## src/rtl/lfsr_stream_cipher_wide.sv

```systemverilog
// Dual-direction LFSR XOR stream cipher: TX encrypt and RX decrypt lanes, W bits per beat,
// sharing one serially-loaded configuration {taps, seed, invert, bypass}.

module lfsr_stream_lane #(
    parameter int            M          = 32,
    parameter int            W          = 8,
    parameter logic [M-1:0]  RESET_SEED = '0
) (
    input  logic         clk,
    input  logic         rst,
    input  logic         load,
    input  logic [M-1:0] seed,
    input  logic [M-1:0] taps,
    input  logic         bypass,
    input  logic         invert,
    input  logic         beat,
    input  logic [W-1:0] din,
    output logic [W-1:0] dout,
    output logic         dout_valid
);
    logic [M-1:0] s, base, nxt;
    logic [W-1:0] ks, mask;

    // A reload in the same cycle as a beat feeds the fresh seed straight into the step.
    always_comb begin
        base = load ? seed : s;
        nxt  = base;
        ks   = '0;
        for (int i = 0; i < W; i++) begin
            ks[i] = nxt[M-1];
            nxt   = {nxt[M-2:0], ^(nxt & taps)};
        end
    end

    assign mask = bypass ? '0 : (invert ? ~ks : ks);

    always_ff @(posedge clk or posedge rst) begin
        if (rst) begin
            s          <= RESET_SEED;
            dout       <= '0;
            dout_valid <= 1'b0;
        end else begin
            dout_valid <= beat;
            if (beat) begin
                s    <= nxt;
                dout <= din ^ mask;
            end else begin
                s    <= base;
            end
        end
    end
endmodule

module lfsr_stream_cipher_wide #(
    parameter int            M            = 32,
    parameter int            W            = 8,
    parameter logic [M-1:0]  DEFAULT_SEED = M'(32'hACE1_0001),
    parameter logic [M-1:0]  DEFAULT_TAPS = M'(32'h8020_0003)
) (
    input  logic         clk,
    input  logic         rst,
    input  logic         cfg_en,
    input  logic         cfg_i,
    output logic         cfg_o,
    input  logic         resync,
    input  logic         tx_valid,
    output logic         tx_ready,
    input  logic [W-1:0] tx_data,
    output logic         tx_out_valid,
    output logic [W-1:0] tx_out,
    input  logic         rx_valid,
    output logic         rx_ready,
    input  logic [W-1:0] rx_data,
    output logic         rx_out_valid,
    output logic [W-1:0] rx_out,
    output logic [7:0]   beat_cnt
);
    localparam int CW        = 2*M + 2;
    localparam int NUM_LANES = 2;

    logic [CW-1:0] cfg_chain;
    logic          cfg_en_q;
    logic [M-1:0]  taps_cfg, seed_cfg, taps_eff, seed_eff;
    logic          invert, bypass, reload;

    logic [NUM_LANES-1:0]          lane_beat, lane_oval;
    logic [NUM_LANES-1:0][W-1:0]   lane_din, lane_dout;

    always_ff @(posedge clk or posedge rst) begin
        if (rst) begin
            cfg_chain <= '0;
            cfg_en_q  <= 1'b0;
        end else begin
            cfg_en_q <= cfg_en;
            if (cfg_en)
                cfg_chain <= {cfg_chain[CW-2:0], cfg_i};
        end
    end

    assign cfg_o    = cfg_chain[CW-1];
    assign taps_cfg = cfg_chain[CW-1 -: M];
    assign seed_cfg = cfg_chain[M+1:2];
    assign invert   = cfg_chain[1];
    assign bypass   = cfg_chain[0];
    assign taps_eff = (taps_cfg == '0) ? DEFAULT_TAPS : taps_cfg;
    assign seed_eff = (seed_cfg == '0) ? DEFAULT_SEED : seed_cfg;

    // Config shifting freezes everything; its trailing edge and resync both reseed.
    assign reload   = ~cfg_en & (cfg_en_q | resync);
    assign tx_ready = ~cfg_en;
    assign rx_ready = ~cfg_en;

    assign lane_beat = {rx_valid & ~cfg_en, tx_valid & ~cfg_en};
    assign lane_din  = {rx_data, tx_data};

    for (genvar g = 0; g < NUM_LANES; g++) begin : g_lane
        lfsr_stream_lane #(.M(M), .W(W), .RESET_SEED(DEFAULT_SEED)) u_lane (
            .clk        (clk),
            .rst        (rst),
            .load       (reload),
            .seed       (seed_eff),
            .taps       (taps_eff),
            .bypass     (bypass),
            .invert     (invert),
            .beat       (lane_beat[g]),
            .din        (lane_din[g]),
            .dout       (lane_dout[g]),
            .dout_valid (lane_oval[g])
        );
    end

    assign tx_out       = lane_dout[0];
    assign tx_out_valid = lane_oval[0];
    assign rx_out       = lane_dout[1];
    assign rx_out_valid = lane_oval[1];

    always_ff @(posedge clk or posedge rst) begin
        if (rst)
            beat_cnt <= 8'd0;
        else if (lane_beat[0])
            beat_cnt <= beat_cnt + 8'd1;
    end
endmodule

```

## config.mk

```make
export PLATFORM = sky130hd
export DESIGN_NAME = lfsr_stream_cipher_wide
export DESIGN_NICKNAME = d
export VERILOG_FILES = /design/src/rtl/lfsr_stream_cipher_wide.sv
export SDC_FILE = /design/constraint.sdc
export NUM_CORES = 1
export LEC_CHECK = 0
export ABC_AREA = 1
export CORE_MARGIN = 2
export CORE_UTILIZATION = 40
export CTS_BUF_LIST = sky130_fd_sc_hd__clkbuf_4
export CTS_CLUSTER_SIZE = 8
export DETAILED_ROUTE_END_ITERATION = 8
export SYNTH_ARGS = -nofsm -noshare
export SYNTH_HDL_FRONTEND = slang
export SYNTH_SLANG_ARGS = --single-unit
```

## constraint.sdc

```tcl
create_clock -name clk -period 13.6 [get_ports clk]
set_input_delay 2.72 -clock clk [delete_from_list [all_inputs] [get_ports clk]]
set_output_delay 2.72 -clock clk [all_outputs]
set_load 0.01 [all_outputs]
```

# Word-level counts from Yosys, hierarchy flattened
# Cells that the tools add are included.
# totals
regBits	157
out_inout_bits	29
elab_cells	63
# op_classes
n_addsub	1
muxes	10
bitwise	25
n_reduce_logical	18
# ops
op	count
$and A32 B32 Y32	16
$reduce_xor A32 Y1	16
$mux W32	6
$logic_not A32 Y1	2
$mux W8	4
$not A8 Y8	2
$xor A8 B8 Y8	2
$add A8 B1 Y8 const B	1
$and A1 B1 Y1	3
$not A1 Y1	1
$or A1 B1 Y1	1

# Logic depth before layout (Yosys ltp)
# Gate-level depths: netlist (run 1).
# logic_depth
word_depth	20
ltp_mapped	46
depth_no_buf	46

# Modules after synthesis
# Synthesis (run 1) repeated with hierarchy kept, for this count alone.
# hier_totals
cells_unflattened	3158
hier_area_um2	18306.3
# by_module_without_submodules
module	instances	cells_per_inst	area_each_um2	seq_area_each_um2
lfsr_stream_lane	2	1357	7462.2	1037.2
lfsr_stream_cipher_wide	1	444	3382.0	1876.8

# Least setup slack after synthesis (run 1)
# OpenSTA, ideal clock, no wires.
# synth_timing
path_type	in2reg
startpoint	in resync
endpoint	reg g_lane[0].u_lane.s[0]
setup_ns	0.076
arrival_ns	5.967
required_ns	13.524
slack_ns	7.557
stages	39
path_cell_list	nor2_2 > nor2_8 > buf_6 > or2_2 > nand2_4 > inv_1 > nand2_1 > o21bai_2 > nand2_1 > nand2_1 > nand2_1 > nand2_1 > nand2_1 > nand2_1 > nand2_2 > nand2_4 > nand2_2 > nor2_2 > [... 3 more ...] > nand2_4 > nand2_1 > nand2_2 > nand2_2 > nor2_2 > nand3_2 > nand2_1 > nor2_2 > nand2_2 > nand3_1 > nand2_1 > nand2_2 > nand2_2 > inv_2 > nor2_1 > nand2_1 > nand3_1 > nand2_1
# synth_via
elab_chain_len	20
# synth_rtl
element	line_no	source
from (decl)	65	input logic resync,
$or A1 B1 Y1 (*)	109	assign reload = ~cfg_en & (cfg_en_q | resync);
$and A1 B1 Y1 (*)	109	
$mux W32 (*)	26	base = load ? seed : s;
$and A32 B32 Y32	31	nxt = {nxt[M-2:0], ^(nxt & taps)};
$reduce_xor A32 Y1	31	
$and A32 B32 Y32	31	
$reduce_xor A32 Y1	31	
$and A32 B32 Y32	31	
[... 4 more ...]	-	
$reduce_xor A32 Y1	31	
$and A32 B32 Y32	31	
$reduce_xor A32 Y1	31	
$and A32 B32 Y32	31	
$reduce_xor A32 Y1	31	
$and A32 B32 Y32	31	
$reduce_xor A32 Y1	31	
$mux W32 (*)	44	if (beat) begin
to (signal assigned)	45	s <= nxt;
to (signal assigned)	48	s <= base;
to (decl)	21	logic [M-1:0] s, base, nxt;
# Mark *: on every way between the ends. The rest lies on a longest branch, timed or not.
# A chain may end at the register's enable or synchronous reset.

# Final worst setup path (run 1)
# layout_timing
startpoint	in resync
endpoint	reg g_lane[1].u_lane.s[0]
# layout_via
elab_chain_len	20
# layout_rtl
element	line_no
$or A1 B1 Y1 (*)	109
$and A1 B1 Y1 (*)	109
$mux W32 (*)	26
$and A32 B32 Y32	31
$reduce_xor A32 Y1	31
$and A32 B32 Y32	31
$reduce_xor A32 Y1	31
$and A32 B32 Y32	31
[... 4 more ...]	-
$reduce_xor A32 Y1	31
$and A32 B32 Y32	31
$reduce_xor A32 Y1	31
$and A32 B32 Y32	31
$reduce_xor A32 Y1	31
$and A32 B32 Y32	31
$reduce_xor A32 Y1	31
$mux W32 (*)	44
to (signal assigned)	45
to (signal assigned)	48
to (decl)	21
# Marked as above.

==> run metrics, run 1 <==
Layout fillers=approximately 4500; Hold Path Stages=1; leading area contributor after synthesis=dfrtp_1; Worst Setup Start Kind=input pin; Placer Congestion=0.974; CORE AREA=41100 µm²; vias post-DR=17186; Worst path max stage delay=between 0.8 and 0.9 ns; sequential element share of the synthesized area=0.236; pwr dens=191 nW/µm²; CTS tree=done; RSZ-0062 raised after global routing=false; Starting Density=0.407; nets=2702; data required time at the worst endpoint=14.20 ns; Remaining Overflow, GRT=0; # resized after CTS=0; Final min period=8.16 ns; pin count of the biggest net entering global routing=92; CP startpoint=resync; slowest stage cell, crit path=buf_4; most frequent cells in the layout=nand2_1 (810), nor2_1 (380), inv_1 (261); CTS max path bufs=2; area grow syn2layout=6.14%; worst min-delay path class=flop to flop; first-pass GRT wire length=91500 µm; Hold WS=0.494 ns; count of final hold-check violations=0; Syn Inst Count=roughly 2700; DR pass1 iterations=7; CP Capture Type=flop; CTS buffer count=17; clk sinks=157; Max-Cap Viols=0; buffers added on ports=51; r2r endpoint=g_lane[1].u_lane.s[0]; Design Area, Final=17800 µm²; measured slew at the worst slew-check pin=0.976 ns; clock root cell=clkbuf_4; placed inst area=roughly 18000 µm²; Yosys warnings=0; Finish-stage setup viols=0; R2R setup slack=7.65 ns; Die Y=around 210 µm; routed length per instance=18.2 µm; proportion of netlist area held by the largest area contributor=0.208; Leak=8.57 nW; R2R depth=37; Max VDD drop=between 80 and 90 µV; DIE WIDTH=209 µm; final wirelength=slightly below 60000 µm; hold path startpoint=beat_cnt[7]; Yosys cell types=43; number of remaining DRC errors=0; count of hold buffers inserted by post-cts repair=0; Clock Pin Slew Worst Setup and Hold Paths=around 0.15 ns; Slew HR=0.349; Min-Delay Endpoint=beat_cnt[7]; Most common cell on crit path=nand2_1; Tot Pwr=3.39 mW; Synthesized Nets=2722; die area=43500 µm²; Max Clock Skew=between 0.03 and 0.04 ns; postcts setup bufs=0; GRT Total Usage=0.271; Worst Path Max Fanout=55; dpl hpwl=44300 µm; Syn Area/Cell=6.20 µm²; initial antenna violation count=3; outcome=complete, no violations; Top Ports=52; Seq cells post-synth=157; Arr. time, crit path=8.76 ns; layout cell share with drive strength beyond 1=0.0896; vias in the first global route=16037; Netlist Area Pre-Place=16700 µm²; Highest Clock Rate=roughly 0.12 GHz; Antenna Violating Nets Remaining=0; mean number of vias per cell=5.33; most common cell after layout, fill and taps aside=nand2_1; Max Slew Vio Count=0; row cnt=74; final setup TNS=0 ns; Clock Latency Late Sink=0.67 ns; Tcrit/Tclk final=0.600; cells taking the most area after synthesis=dfrtp_1 (21%), nand2_1 (18%), xnor2_1 (9.1%); critical path class=input pin to flop; CTS HTree Levels=4; Crit Reg-Reg Startpoint=cfg_en_q; number of DRC markers in iteration 0=1702
==> cells by family (layout without fill, tap and decap cells) <==
logic type      count (synthesis)  in the layout  share of synthesized area
compound gates                205            205                     0.0750
xor+xnor                      341            341                      0.181
fa+ha+maj                       1              1                   0.000747
buf+inv                       395            388                     0.0953
flops                         157            157                      0.236
other cells                     0              2                          0
simple gates                 1599           1599                      0.411
==> worst max-delay path, delay by kind of cell <==
kind | cells | cell delay (ns)
buffers and inverters | 3 | 1.42
and+or+nand+nor | 34 | 4.02
AOI/OAI and AO/OA | 1 | 0.56
==> final cells by class <==
cell class,instances,area [µm²],share of cell area
Multi-Input combinational cell,2146,11200,0.630
Antenna cell,2,5.00,0.000282
Clock buffer,18,135,0.00761
Clock inverter,14,123,0.00690
Inverter,295,1110,0.0626
Tap cell,532,666,0.0375
Sequential cell,157,3950,0.222
Timing Repair Buffer,61,583,0.0328
==> layer usage <==
layer,track usage,up-vias,wire [µm]
met3,0.0425,79,4590
met4,0.0882,0,1600
met1,0.386,8223,26800
met2,0.419,627,25700
met5,0,-,0
li1,-,8257,-
==> synthesized netlist by cell type (all sizes together) <==
cell type,count
nand2,874
nor2,410
inv,288
nand3,225
o21ai,189
xnor2,177
xor2,163
dfrtp,139
clkbuf,60
buf,40
nand4,36
or2,32
nand3b,19
dfstp,18
o21bai,8
clkinv,7
a21oi,4
o22ai,3
and2,2
a21o,1
ha,1
nor3,1
xnor3,1
==> state kept, by name, indices dropped and copies added, names as in the netlist <==
signal and count:
cfg_en_q 1, cfg_chain 66, g_lane.u_lane.dout 16, g_lane.u_lane.dout_valid 2
beat_cnt 8, g_lane.u_lane.s 64
==> power breakdown <==
part,internal (mW),leakage (nW),switching [mW],total [mW]
logic,0.786,6.49,1.63,2.42
registers,0.576,1.94,0.104,0.680
clock network,0.0814,0.138,0.212,0.294
total,1.44,8.57,1.95,3.39
==> per-stage QoR <==
step,util,cells,setup WS [ns]
floorplan,-,2698,6.67
global route,0.432,3225,4.93
CTS,0.432,3223,5.58
detailed placement,0.426,3191,4.87
finish,0.432,3225,5.44
global placement,0.426,3191,5.07
==> worst max-delay path by stage <==
stage / end / cells after the start / slack (ns)
finish: g_lane[1].u_lane.s[0] / 38 / 5.44
global route: g_lane[1].u_lane.s[0] / 39 / 4.93
CTS: g_lane[1].u_lane.s[0] / 38 / 5.58
detailed placement: g_lane[1].u_lane.s[0] / 38 / 4.87
global placement: g_lane[1].u_lane.s[0] / 38 / 5.07
floorplan: beat_cnt[0] / 1 / 6.67
(Power assumes the default switching activity.)
==> run 2, diff against run 1 <==
==> constraint.sdc (replaced) <==
create_clock -name clk -period 7.5 [get_ports clk]
set_input_delay 1.5 -clock clk [delete_from_list [all_inputs] [get_ports clk]]
set_output_delay 1.5 -clock clk [all_outputs]
set_load 0.01 [all_outputs]
==> run 2 against run 1 <==
Via count fell by 1.3%. Critical path depth fell by 2. Clock skew rose by 0.0063 ns. Sequential cell count did not move. Total power rose by 82%. Sequential power rose by 82%. Wire length rose by 0.53%. Critical endpoint is now g_lane[0].u_lane.s[0].
==> run metrics, run 2 (synthesis gave the netlist of run 1 again) <==
Psw=3.56 mW (+83%); postcts setup bufs=0 (unchanged); data required time at the worst endpoint=8.12 ns (-6.08 ns); Leak=8.60 nW (+0.33%); Net Sw Frac=0.577 (+0.00171); CTS max path bufs=2 (unchanged); register with the most flip-flops=cfg_chain; vias in the first global route=15382 (-4.1%); Clock Latency Late Sink=0.70 ns (+0.03 ns); most common cell after layout, fill and taps aside=nand2_1; clk sinks=157 (unchanged); first-pass GRT wire length=90600 µm (-1.1%); routed length per instance=18.3 µm (+0.41%); Antenna Violating Nets Remaining=0 (unchanged); Worst path max stage delay=0.54 ns (-0.27 ns); layout cell share with drive strength beyond 1=0.0912 (+0.00169); die area=43500 µm² (unchanged); final setup TNS=0 ns (unchanged); Top Ports=52 (unchanged); pwr dens=347 nW/µm² (+82%); Max VDD drop=132 µV (+56%); Top Registers=cfg_chain (66), g_lane.u_lane.s (64), g_lane.u_lane.dout (16); worst min-delay path class=flop to flop; number of DRC markers in iteration 0=1680 (-1.3%); Seq pwr share=0.200 (about the same); Most common cell on crit path=nand2_1; most frequent cells in the layout=nand2_1 (810), nor2_1 (380), inv_1 (261); max FFs per register=66 (unchanged); Max Clock Skew=0.0456 ns (+0.00628 ns); row cnt=74 (unchanged); clock root cell=clkbuf_4; measured slew at the worst slew-check pin=1.23 ns (+0.259 ns); DIE WIDTH=209 µm (unchanged); Slew HR=0.171 (-0.178); RSZ-0062 raised after global routing=false; CTS HTree Levels=4 (unchanged); Clk network pwr share=0.087 (about the same); Finish-stage setup viols=0 (unchanged); cell total after placement=3196 (+0.16%); critical path class=input pin to flop; Die Y=209 µm (unchanged); vias post-DR=16962 (-1.3%); Clock Pin Slew Worst Setup and Hold Paths=0.15 ns (about the same); Worst Path Max Fanout=22 (-60%); area grow syn2layout=6.34%; Power Internal=2.62 mW (+81%); Max-Cap Viols=0 (unchanged); buffers added on ports=51 (unchanged); Comb pwr share=0.713 (about the same); CORE AREA=41100 µm² (unchanged); number of remaining DRC errors=0 (unchanged); Starting Density=0.407 (unchanged); nets=2707 (+0.19%); pin count of the biggest net entering global routing=107 (+16%); Tcrit/Tclk final=0.797; final wirelength=59000 µm (+0.53%); # resized after CTS=0 (unchanged); initial antenna violation count=1 (-2); Final min period=5.98 ns; CTS buffer count=17 (unchanged); fin cells=3229 (+0.12%); Arr. time, crit path=6.60 ns (-2.16 ns); Remaining Overflow, GRT=0 (unchanged); GRT Total Usage=0.271 (+0.000444); dpl hpwl=44600 µm (+0.54%); CP Capture Type=flop; Max Slew Vio Count=0 (unchanged); Worst Setup Start Kind=input pin; DR pass1 iterations=7 (unchanged); slowest stage cell, crit path=clkdlybuf4s50_1; count of final hold-check violations=0 (unchanged); Highest Clock Rate=0.167 GHz; Placer Congestion=0.923 (-5.2%); CTS tree=done; mean number of vias per cell=5.25 (-1.4%); count of hold buffers inserted by post-cts repair=0 (unchanged); outcome=complete, no violations
-- run 2: routing by layer --
metal | routed length (µm) | GRT usage | vias to the layer above
met1 | 27800 | 0.397 | 7997
li1 | - | - | 8271
met3 | 3740 | 0.0265 | 92
met4 | 1870 | 0.0993 | 0
met2 | 25600 | 0.414 | 602
met5 | 0 | 0 | -
-- run 2: worst paths after layout --
path | from | to | slack, ns | cells past startpoint
hold / removal | beat_cnt[7] | beat_cnt[7] | 0.49 | 1
setup reg to reg | cfg_chain[42] | g_lane[1].u_lane.s[0] | 1.89 | 37
min in group asynchronous | rst | beat_cnt[6] | 1.33 | 2
hold reg to reg | beat_cnt[7] | beat_cnt[7] | 0.49 | 1
setup / recovery | resync | g_lane[0].u_lane.s[0] | 1.52 | 36
max in group asynchronous | rst | cfg_chain[37] | 4.76 | 3
-- run 2: final cells by class --
type / instances / area, µm²
fillers: 4395 / 23300
clock buffers: 17 / 128
repair buffers: 66 / 621
clock inverters: 15 / 128
diodes: 1 / 2.50
inverters: 295 / 1110
well taps: 532 / 666
flip-flops and latches: 157 / 3950
multi-input cells: 2146 / 11200
-- run 2: power groups by stage --
stage                     logic, mW  clock network, mW  registers [mW]
final                          4.41              0.536            1.24
after global routing           4.91              0.577            1.26
after CTS                      4.36              0.549            1.23
after detailed placement       4.35                  0            1.25
after global placement         4.28                  0            1.24
after floorplan                3.26                  0            1.17
-- run 2: worst max-delay path, delay by kind of cell --
kind | cells | cell delay, ns
xor gates and xnor gates | 1 | 0.33
buffers and inverters | 4 | 1.10
and+or+nand+nor | 31 | 3.64
-- run 2: stage by stage --
stage	hold WS, ns	setup WS [ns]	power (mW)	cell area, µm²	util
finish	0.493	1.52	6.18	17800	0.433
CTS	0.494	1.63	6.14	17800	0.433
detailed placement	0.473	0.859	5.59	17500	0.427
global route	0.507	1.00	6.75	17800	0.433
floorplan	0.475	1.79	4.43	16700	-
global placement	0.460	1.04	5.52	17500	0.427
==> run 3, diff against run 2 <==
==> constraint.sdc (replaced) <==
create_clock -name clk -period 5.5 [get_ports clk]
set_input_delay 1.1 -clock clk [delete_from_list [all_inputs] [get_ports clk]]
set_output_delay 1.1 -clock clk [all_outputs]
set_load 0.01 [all_outputs]
==> run 3 against run 2 <==
Critical path depth grew 2. Sequential power grew 30%. Global-route usage is 0.45 points higher. Utilization up 3.8 points. Combinational power is 58% higher. Non-clock buffer count rose by 186. Clock skew is 0.021 ns lower. Critical endpoint is now g_lane[1].u_lane.s[0].
==> run metrics, run 3 (synthesis gave the netlist of run 1 again) <==
outcome=complete, no violations; CTS HTree Levels=4 (unchanged); pin count of the biggest net entering global routing=86 (-20%); CTS max path bufs=2 (unchanged); clk sinks=157 (unchanged); most common cell after layout, fill and taps aside=nand2_1; dpl hpwl=47000 µm (+5.5%); Placer Congestion=0.985 (+6.7%); Clock Pin Slew Worst Setup and Hold Paths=0.15 ns (about the same); DIE WIDTH=209 µm (unchanged); Tcrit/Tclk final=0.930; number of remaining DRC errors=0 (unchanged); most frequent cells in the layout=nand2_1 (810), nor2_1 (380), inv_1 (261); Finish-stage setup viols=0 (unchanged); GRT Total Usage=0.276 (+0.00449); Worst path max stage delay=0.50 ns (-0.04 ns); Highest Clock Rate=0.196 GHz; die area=43500 µm² (unchanged); mean number of vias per cell=5.21 (-0.83%); clock root cell=clkbuf_4; CP Capture Type=flop; Top Ports=52 (unchanged); Leak=9.56 nW (+11%); final wirelength=59800 µm (+1.3%); Most common cell on crit path=nand2_1; Slew HR=0.451 (+0.280); Remaining Overflow, GRT=0 (unchanged); Clock Latency Late Sink=0.66 ns (-0.04 ns); Top Metal Used=met4; Final min period=slightly above 5 ns; CTS tree=done; Max VDD drop=249 µV (+89%); Max-Cap Viols=0 (unchanged); data required time at the worst endpoint=6.10 ns (-2.02 ns); DR pass1 iterations=7 (unchanged); row cnt=74 (unchanged); Die Y=209 µm (unchanged); Final WS setup=0.387 ns (-1.14 ns); first-pass GRT wire length=93300 µm (+3.0%); Max Clock Skew=0.0245 ns (-0.0211 ns); max FFs per register=66 (unchanged); worst min-delay path class=flop to flop; dpl ws=-0.192 ns (-1.05 ns); Worst Path Max Fanout=13 (-41%); Arr. time, crit path=5.71 ns (-0.89 ns); vias in the first global route=16475 (+7.1%); routed wl met3=4590 µm (+23%); register with the most flip-flops=cfg_chain; buffers added on ports=51 (unchanged); vias post-DR=17795 (+4.9%); RSZ-0062 raised after global routing=false; initial antenna violation count=3 (+2); CTS buffer count=17 (unchanged); critical path class=input pin to flop; measured slew at the worst slew-check pin=0.824 ns (-0.411 ns); Antenna Violating Nets Remaining=0 (unchanged); routed length on met1=27300 µm (-1.7%); nets=2893 (+6.9%); routed length per instance=17.5 µm (-4.2%); layout cell share with drive strength beyond 1=0.151 (+0.0593); pwr dens=483 nW/µm² (+39%); Max Slew Vio Count=0 (unchanged); number of DRC markers in iteration 0=1918 (+14%); CORE AREA=41100 µm² (unchanged); count of final hold-check violations=0 (unchanged); area grow syn2layout=15.7%; Tot Pwr=9.35 mW (+51%); Hold WS=0.479 ns (-0.0141 ns); Top Registers=cfg_chain (66), g_lane.u_lane.s (64), g_lane.u_lane.dout (16); Starting Density=0.407 (unchanged); Worst Setup Start Kind=input pin; count of hold buffers inserted by post-cts repair=0 (unchanged); Met2 Wirelength=26400 µm (+3.1%); slowest stage cell, crit path=clkdlybuf4s50_1
## run 3: changes by cell type in the layout (fill, tap and decap cells not counted)
cell	delta
clkinv_1	-1
buf_12	+10
or2_0	-1
xor2_1	-1
clkbuf_4	+1
o21ai_4	+1
o21ai_2	-1
clkinv_4	-1
or2_1	+1
buf_4	+176
diode_2	+1
xor2_2	+1
bufinv_16	+1
## run 3: critical path: cells and delay by family
| kind | cells | cell delay, ns |
|---|---|---|
| AO/OA/AOI/OAI | 2 | 0.36 |
| XOR/XNOR | 2 | 0.44 |
| buffers and inverters | 7 | 1.27 |
| AND/OR/NAND/NOR | 27 | 2.53 |
## run 3: timing repair
action	CTS	global route
buffers inserted	0	0
setup endpoints to repair	0	1
resized for setup	0	3
## run 3: where the power goes
group / switching [mW] / total (mW) / leakage, nW / internal, mW
clock network: 0.529 / 0.777 / 0.156 / 0.248
logic: 4.38 / 6.96 / 7.46 / 2.58
registers: 0.187 / 1.61 / 1.94 / 1.42
total: 5.10 / 9.35 / 9.56 / 4.25
## run 3: stage by stage
step | utilization | setup TNS [ns] | cells | cell area [µm²]
2_1_floorplan | - | 0 | 2698 | 16700
6_report | 0.471 | 0 | 3416 | 19400
4_1_cts | 0.471 | 0 | 3414 | 19300
3_3_place_gp | 0.464 | -0.145 | 3382 | 19100
5_1_grt | 0.471 | 0 | 3416 | 19400
3_5_place_dp | 0.464 | -0.629 | 3382 | 19100
## run 3: routing by layer
metal / vias to the layer above / track usage
met2: 665 / 0.428
li1: 8630 / -
met3: 85 / 0.0374
met4: 0 / 0.0813
met5: - / 0
met1: 8415 / 0.399
## run 3: final timing paths
check / from / end / slack (ns) / depth (start not counted)
max: resync / g_lane[1].u_lane.s[0] / 0.39 / 38
min: beat_cnt[7] / beat_cnt[7] / 0.48 / 1
max reg2reg: cfg_chain[45] / g_lane[1].u_lane.s[0] / 0.54 / 37
min reg2reg: beat_cnt[7] / beat_cnt[7] / 0.48 / 1
max in group asynchronous: rst / g_lane[1].u_lane.s[31] / 3.45 / 3
min in group asynchronous: rst / beat_cnt[1] / 0.97 / 2
## run 3: final cells by class
type	count	area [µm²]
Inverter	295	1110
Multi-Input combinational cell	2146	11200
Fill cell	4272	21700
Antenna cell	2	5.00
Tap cell	532	666
Clock buffer	18	135
Timing Repair Buffer	252	2140
Sequential cell	157	3950
Clock inverter	14	145
